[config.mk]
export PLATFORM = sky130hd
export DESIGN_NAME = muldiv_ctrl
export DESIGN_NICKNAME = d
export VERILOG_FILES = /design/src/rtl/muldiv_ctrl.sv
export SDC_FILE = /design/constraint.sdc
export NUM_CORES = 1
export LEC_CHECK = 0
export ABC_AREA = 1
export BUFFER_PORTS_ARGS = -buffer_cell sky130_fd_sc_hd__buf_2
export CORE_MARGIN = 3
export CORE_UTILIZATION = 35
export CTS_CLUSTER_DIAMETER = 150
export DETAILED_ROUTE_END_ITERATION = 7
export PLACE_DENSITY = 0.67
export SLEW_MARGIN = 20
export SYNTH_ARGS = -nofsm -noshare
export SYNTH_HDL_FRONTEND = slang
export SYNTH_SLANG_ARGS = --single-unit
[constraint.sdc]
create_clock -name clock -period 5.8 [get_ports clock]
set_input_delay 1.16 -clock clock [delete_from_list [all_inputs] [get_ports clock]]
set_output_delay 1.16 -clock clock [all_outputs]
set_load 0.01 [all_outputs]
[src/rtl/muldiv_ctrl.sv]
// Iterative 32-step multiply/divide sequencer owning HI/LO; stalls the execute stage on HI/LO or unit hazards.
// Define MULDIV_SIGNED_EN for two's-complement MULT/DIV (magnitude datapath with sign fix-up on write-back).
module muldiv_ctrl #(
    parameter logic [5:0] MULT_OP = 6'b000010,
    parameter logic [5:0] DIV_OP  = 6'b000011,
    parameter logic [5:0] MFHI_OP = 6'b000100,
    parameter logic [5:0] MFLO_OP = 6'b000101
) (
    input  logic        clock,
    input  logic        reset,
    input  logic        valid,
    input  logic [5:0]  aluop,
    input  logic [31:0] rA,
    input  logic [31:0] rB,
    output logic        stall,
    output logic        busy,
    output logic [31:0] mfOut,
    output logic [31:0] hi,
    output logic [31:0] lo
);

    typedef enum logic {IDLE, RUN} state_t;

    state_t      state, state_nxt;
    logic [4:0]  cnt;
    logic [63:0] acc;
    logic [31:0] opnd_b;
    logic        op_div;
    logic        is_md, last, issue, div_zero;
    logic [31:0] mag_a, mag_b;
    logic [32:0] mul_sum, rem_sh, diff;
    logic [63:0] acc_nxt, wb;

    assign is_md    = (aluop == MULT_OP) || (aluop == DIV_OP);
    assign last     = (state == RUN) && (cnt == 5'd31);
    // The finishing edge doubles as an issue slot so a stalled op starts without a bubble.
    assign issue    = valid && is_md && ((state == IDLE) || last);
    assign div_zero = issue && (aluop == DIV_OP) && (rB == 32'd0);

`ifdef MULDIV_SIGNED_EN
    logic neg_q, neg_r;
    assign mag_a = rA[31] ? (32'd0 - rA) : rA;
    assign mag_b = rB[31] ? (32'd0 - rB) : rB;
`else
    assign mag_a = rA;
    assign mag_b = rB;
`endif

    always_ff @(posedge clock or posedge reset) begin
        if (reset) begin
            state <= IDLE;
            cnt   <= 5'd0;
            busy  <= 1'b0;
        end else begin
            state <= state_nxt;
            busy  <= (state_nxt == RUN);
            if (issue && !div_zero)
                cnt <= 5'd0;
            else if (state == RUN)
                cnt <= cnt + 5'd1;
        end
    end

    always_comb begin
        state_nxt = state;
        case (state)
            IDLE: if (issue && !div_zero) state_nxt = RUN;
            RUN:  if (last) state_nxt = (issue && !div_zero) ? RUN : IDLE;
            default: state_nxt = IDLE;
        endcase
    end

    always_comb begin
        stall = valid && busy && (is_md || (aluop == MFHI_OP) || (aluop == MFLO_OP));
        mfOut = 32'd0;
        if (valid && (aluop == MFHI_OP))
            mfOut = hi;
        else if (valid && (aluop == MFLO_OP))
            mfOut = lo;
    end

    // Multiply: acc = {partial, multiplier}, add-then-shift-right.
    // Divide:   acc = {remainder, dividend/quotient}, shift-left-then-trial-subtract.
    always_comb begin
        mul_sum = {1'b0, acc[63:32]} + (acc[0] ? {1'b0, opnd_b} : 33'd0);
        rem_sh  = acc[63:31];
        diff    = rem_sh - {1'b0, opnd_b};
        if (op_div)
            acc_nxt = diff[32] ? {rem_sh[31:0], acc[30:0], 1'b0}
                               : {diff[31:0],   acc[30:0], 1'b1};
        else
            acc_nxt = {mul_sum, acc[31:1]};
        wb = acc_nxt;
`ifdef MULDIV_SIGNED_EN
        if (op_div) begin
            if (neg_q) wb[31:0]  = 32'd0 - acc_nxt[31:0];
            if (neg_r) wb[63:32] = 32'd0 - acc_nxt[63:32];
        end else if (neg_q) begin
            wb = 64'd0 - acc_nxt;
        end
`endif
    end

    always_ff @(posedge clock or posedge reset) begin
        if (reset) begin
            acc    <= 64'd0;
            opnd_b <= 32'd0;
            op_div <= 1'b0;
            hi     <= 32'd0;
            lo     <= 32'd0;
`ifdef MULDIV_SIGNED_EN
            neg_q  <= 1'b0;
            neg_r  <= 1'b0;
`endif
        end else begin
            if (last) begin
                hi <= wb[63:32];
                lo <= wb[31:0];
            end else if (state == RUN) begin
                acc <= acc_nxt;
            end
            if (issue) begin
                if (div_zero) begin
                    hi <= rA;
                    lo <= 32'hFFFF_FFFF;
                end else begin
                    acc    <= {32'd0, mag_a};
                    opnd_b <= mag_b;
                    op_div <= (aluop == DIV_OP);
`ifdef MULDIV_SIGNED_EN
                    neg_q  <= rA[31] ^ rB[31];
                    neg_r  <= rA[31];
`endif
                end
            end
        end
    end

endmodule

# After elaboration in Yosys (flattened, before gate mapping)
# Cells that the tools add are included.
# classes
reduce_logical,18
shift,0
mux,20
order_cmp,0
mul,0
n_div,0
n_addsub,3
bitwise,2
eq_ne,5
# op_table
operator,n
64-bit 2-to-1 mux,6
32-bit 2-to-1 mux,9
32-bit by 32-bit adder with 33-bit output,1
33-bit by 32-bit subtractor with 33-bit output,1
32-bit logical NOT,1
6-bit by 2-bit == test with 1-bit output (second input constant),2
6-bit by 3-bit == test with 1-bit output (second input constant),2
1-bit logical AND,10
5-bit 2-to-1 mux,2
5-bit by 1-bit adder with 5-bit output (second input constant),1
5-bit == test (second input constant),1
1-bit logical OR,4
1-bit 2-to-1 mux,2
1-bit NOT,2
1-bit case mux with 2 select lines,1
2-bit AND reduction,1
2-bit nonzero test,1
1-bit logical NOT,1
# word_totals
reg_bits,167
latch_bits,0
input_bits,73
ram_bits,0
mem_count,0
mem_bits_ro,0

# Depth between registers and ports, before layout
# logic_depth
word_depth,11
mapped_depth,21
mapped_depth_nobuf,21

# Worst setup path after synthesis
# Ideal clock, no wire load.
# synth_path
kind,input -> output
start,in aluop[1]
end,out mfOut[22]
path_buffers,1
required_time_ns,4.640
setup_slack_ns,2.278
cell_stages,5
arrival_time_ns,2.362
path_cell_list,nand3b_1 > nor4_1 > nand2_1 > clkbuf_1 > o21ai_0
# synth_via
elab_chain_len,4
elab_cells_between_ends,6
# synth_rtl
element,line_no,rtl
"start, declared",12,"input logic [5:0] aluop,"
6-bit by 3-bit == test with 1-bit output,78,else if (valid && (aluop == MFLO_OP))
1-bit logical AND,78,
32-bit 2-to-1 mux,78,
32-bit 2-to-1 mux (*),76,if (valid && (aluop == MFHI_OP))
"end, declared",17,"output logic [31:0] mfOut,"
# Mark *: on every way between the ends. The rest lies on a longest branch, timed or not.

# Final worst setup path
# layout_path
start,in aluop[0]
end,out mfOut[6]
# Same word-level chain as after synthesis.

==> run_results.csv <==
group,metric,value,unit
synth,ys_types,47,
synth,async_reset_ff_share,100,%
clocking,cts-resized-gates,0,
sta,period_share,75.8,%
sta,worstMarginPinSlew,1.06,ns
sta,drv_slew,0,
clocking,tritoncts,"yes",
clocking,numCtsBuffers,17,
synth,netlist_area,13700,um2
synth,yosysTopAreaCell,"dfrtp_1",
setup_path,reg2reg_from,"acc[31]$_DFF_PP0_",
power_and_ir_drop,leakage,8.26,nW
placed_design,dp_hpwl,38400,um
sta,clock_skew,0.0145,ns
routing,drtAntennaViolNets,0,
clocking,clk_latency,0.47,ns
setup_path,r2r_end,"hi[15]$_DFF_PP0_",
clocking,cts_buffer_depth,2,
die,core-area,38200,um2
synth,synth_top_cell_area_share,30.4,%
power_and_ir_drop,power.density,519,nW/um2
grt,grt_pass1_vias,13857,
cells_and_area,syn_to_final_growth,13.4,%
setup_path,end_kind,"output pin",
die,ioPinCount,171,
synth,avgSynthCellArea,6.37,um2
grt,grt_max_degree,94,
clocking,clkSlewWorstSetupHoldPaths,0.07,ns
clocking,clkSinkCount,167,
setup_path,critPathKind,"primary input to output pin",
sta,min_period,4.40,ns
setup_path,arrival,3.24,ns
synth,yosysWarningCount,0,
clocking,hold_buffers,0,
setup_path,endpoint,"mfOut[6]",
synth,syn_inst,2159,
sta,finalHoldViolations,0,
synth,ys_seq_elements,167,
sta,max-slew-margin-rel,29.6,%
synth,ys_seq_area_share,30.4,%
placed_design,routabilityCongestion,0.964,
grt,grt_antenna_before_repair,0,
power_and_ir_drop,ir_worst_vdd,0.000257,V
routing,routed_wl,49500,um
routing,drc_errors,0,
routing,avgRoutedWirePerCell,17.6,um
die,rows,71,
die,die-area,41700,um2
setup_path,reg2reg_depth,20,
synth,synth_flop_cell,"dfrtp_1",
clocking,cts-root-buf,"clkbuf_16",
synth,synth-edff-count,0,
setup_path,crit_fanout,22,
routing,drtIter0Drc,1336,
synth,syn-num-nets,2300,
grt,grt_overflow,0,
placed_design,placed_cell_area,15000,um2
job,drv_cap,0,
grt,grt_pass1_wl,76800,um
setup_path,required,4.64,ns
clocking,htreeDepth,4,
cells_and_area,drive_above_1_share,12.5,%
clocking,cts_setup_buffers,0,
synth,yosys-top-cells-area,"dfrtp_1 30%, nand2_1 19%, inv_1 9.3%",
status,outcome,"finished clean",
worst_hold_path,hold_path_class,"flop to flop",
die,dieWidth,204,um
setup_path,reg2reg_slack,2.41,ns
setup_path,crit_path_start_kind,"primary input",
sta,fmax,227,MHz
placed_design,portBuffers,170,
die,die_h,204,um
routing,vias,14560,
sta,setup_viol,0,
cells_and_area,design_area,15600,um2
routing,vias_per_cell,5.19,
die,start_util,36.0,%
sta,rsz0062_at_grt,"no",
routing,drt-pass1-iter-count,5,
cells_and_area,final_nets,2423,
power_and_ir_drop,power,0.00809,W
sta,fin_setup_tns,0,ns
setup_path,cp-startpoint,"aluop[0]",
grt,grtUsageTotal,23.6,%
[metal layers]
layer | wire length [um] | vias up | GRT usage (%)
met5 | 0 | - | 0
met4 | 1700 | 0 | 8.82
met1 | 21800 | 6830 | 32.0
met3 | 3460 | 82 | 4.54
li1 | - | 7137 | -
met2 | 22500 | 511 | 37.3
[report_power, final]
part	leakage, nW	switching [W]	total, W	internal, W
clock	0.290	0.000573	0.00120	0.000623
combinational	6.06	0.00342	0.00507	0.00165
sequential	1.91	0.000334	0.00182	0.00149
[through the flow]
| step | setup slack (ns) | utilization, % | hold slack, ns | instances |
|---|---|---|---|---|
| after floorplan | 0.122 | - | 0.475 | 2159 |
| after global placement | 1.45 | 39.2 | 0.499 | 2774 |
| after detailed placement | 1.32 | 39.2 | 0.517 | 2774 |
| after CTS | 1.31 | 40.8 | 0.538 | 2806 |
| after global routing | 1.33 | 40.8 | 0.568 | 2806 |
| final | 1.40 | 40.8 | 0.533 | 2807 |
[final cells by class]
class,count,area [um2]
Sequential cell,167,4180
Timing Repair Buffer,183,948
Inverter,350,1320
Clock buffer,18,439
Antenna cell,1,2.50
Multi-Input combinational cell,1563,7900
Fill cell,4177,22600
Tap cell,511,639
Clock inverter,14,155
[critical path, cell delays in order]
cell	delay, ns
buf_2	0.15
inv_1	0.70
nand2_1	0.69
o22ai_1	0.35
buf_2	0.19
[worst min-delay path by stage]
stage	from	to	slack, ns	cells after the start
6_report	lo[0]$_DFF_PP0_	lo[0]$_DFF_PP0_	0.53	2
5_1_grt	opnd_b[4]$_DFFE_PP0P_	opnd_b[4]$_DFFE_PP0P_	0.57	2
4_1_cts	lo[0]$_DFF_PP0_	lo[0]$_DFF_PP0_	0.54	2
3_5_place_dp	lo[0]$_DFF_PP0_	lo[0]$_DFF_PP0_	0.52	2
3_3_place_gp	opnd_b[5]$_DFFE_PP0P_	opnd_b[5]$_DFFE_PP0P_	0.50	2
2_1_floorplan	opnd_b[10]$_DFFE_PP0P_	opnd_b[10]$_DFFE_PP0P_	0.47	2
[cell usage after synthesis (all sizes together), types with 2 or more instances]
library cell	instances
a21oi	127
o21bai	8
a21o	8
dfrtp	167
o211ai	31
nand3	170
ha	66
inv	349
and2	2
o21ai	131
nand3b	15
o22ai	14
xor2	5
buf	34
a31oi	32
nand2	728
fa	2
nand4	18
nor4	11
o21a	5
xnor2	17
nor2	151
nor3	16
or2	3
clkbuf	45
[logic make-up (layout without fill, tap and decap cells)]
group / after synthesis / after routing / synth area share [%]
AO/OA/AOI/OAI: 358 / 358 / 14.8
XOR/XNOR: 22 / 22 / 1.40
adder cells (fa/ha/maj): 68 / 68 / 6.30
buffers and inverters: 429 / 565 / 12.3
flip-flops: 167 / 167 / 30.4
other: 0 / 1 / 0
AND/OR/NAND/NOR: 1115 / 1115 / 34.8
[cells in the final DEF (no fill, tap or decap), drive strengths merged, types with 2 or more instances in the layout]
cell type  synthesis  layout
nor3              16      16
nor2             151     151
a31oi             32      32
nor4              11      11
nand3            170     170
buf               34     183
nand2            728     728
nand4             18      18
or2                3       3
xor2               5       5
fa                 2       2
a21oi            127     127
and2               2       2
ha                66      66
o21ai            131     131
xnor2             17      17
clkinv             1       4
o21a               5       5
a21o               8       8
o22ai             14      14
nand3b            15      15
dfrtp            167     167
o21bai             8       8
o211ai            31      31
inv              349     358
clkbuf            45      18
Power figures use the tool's default switching activity.
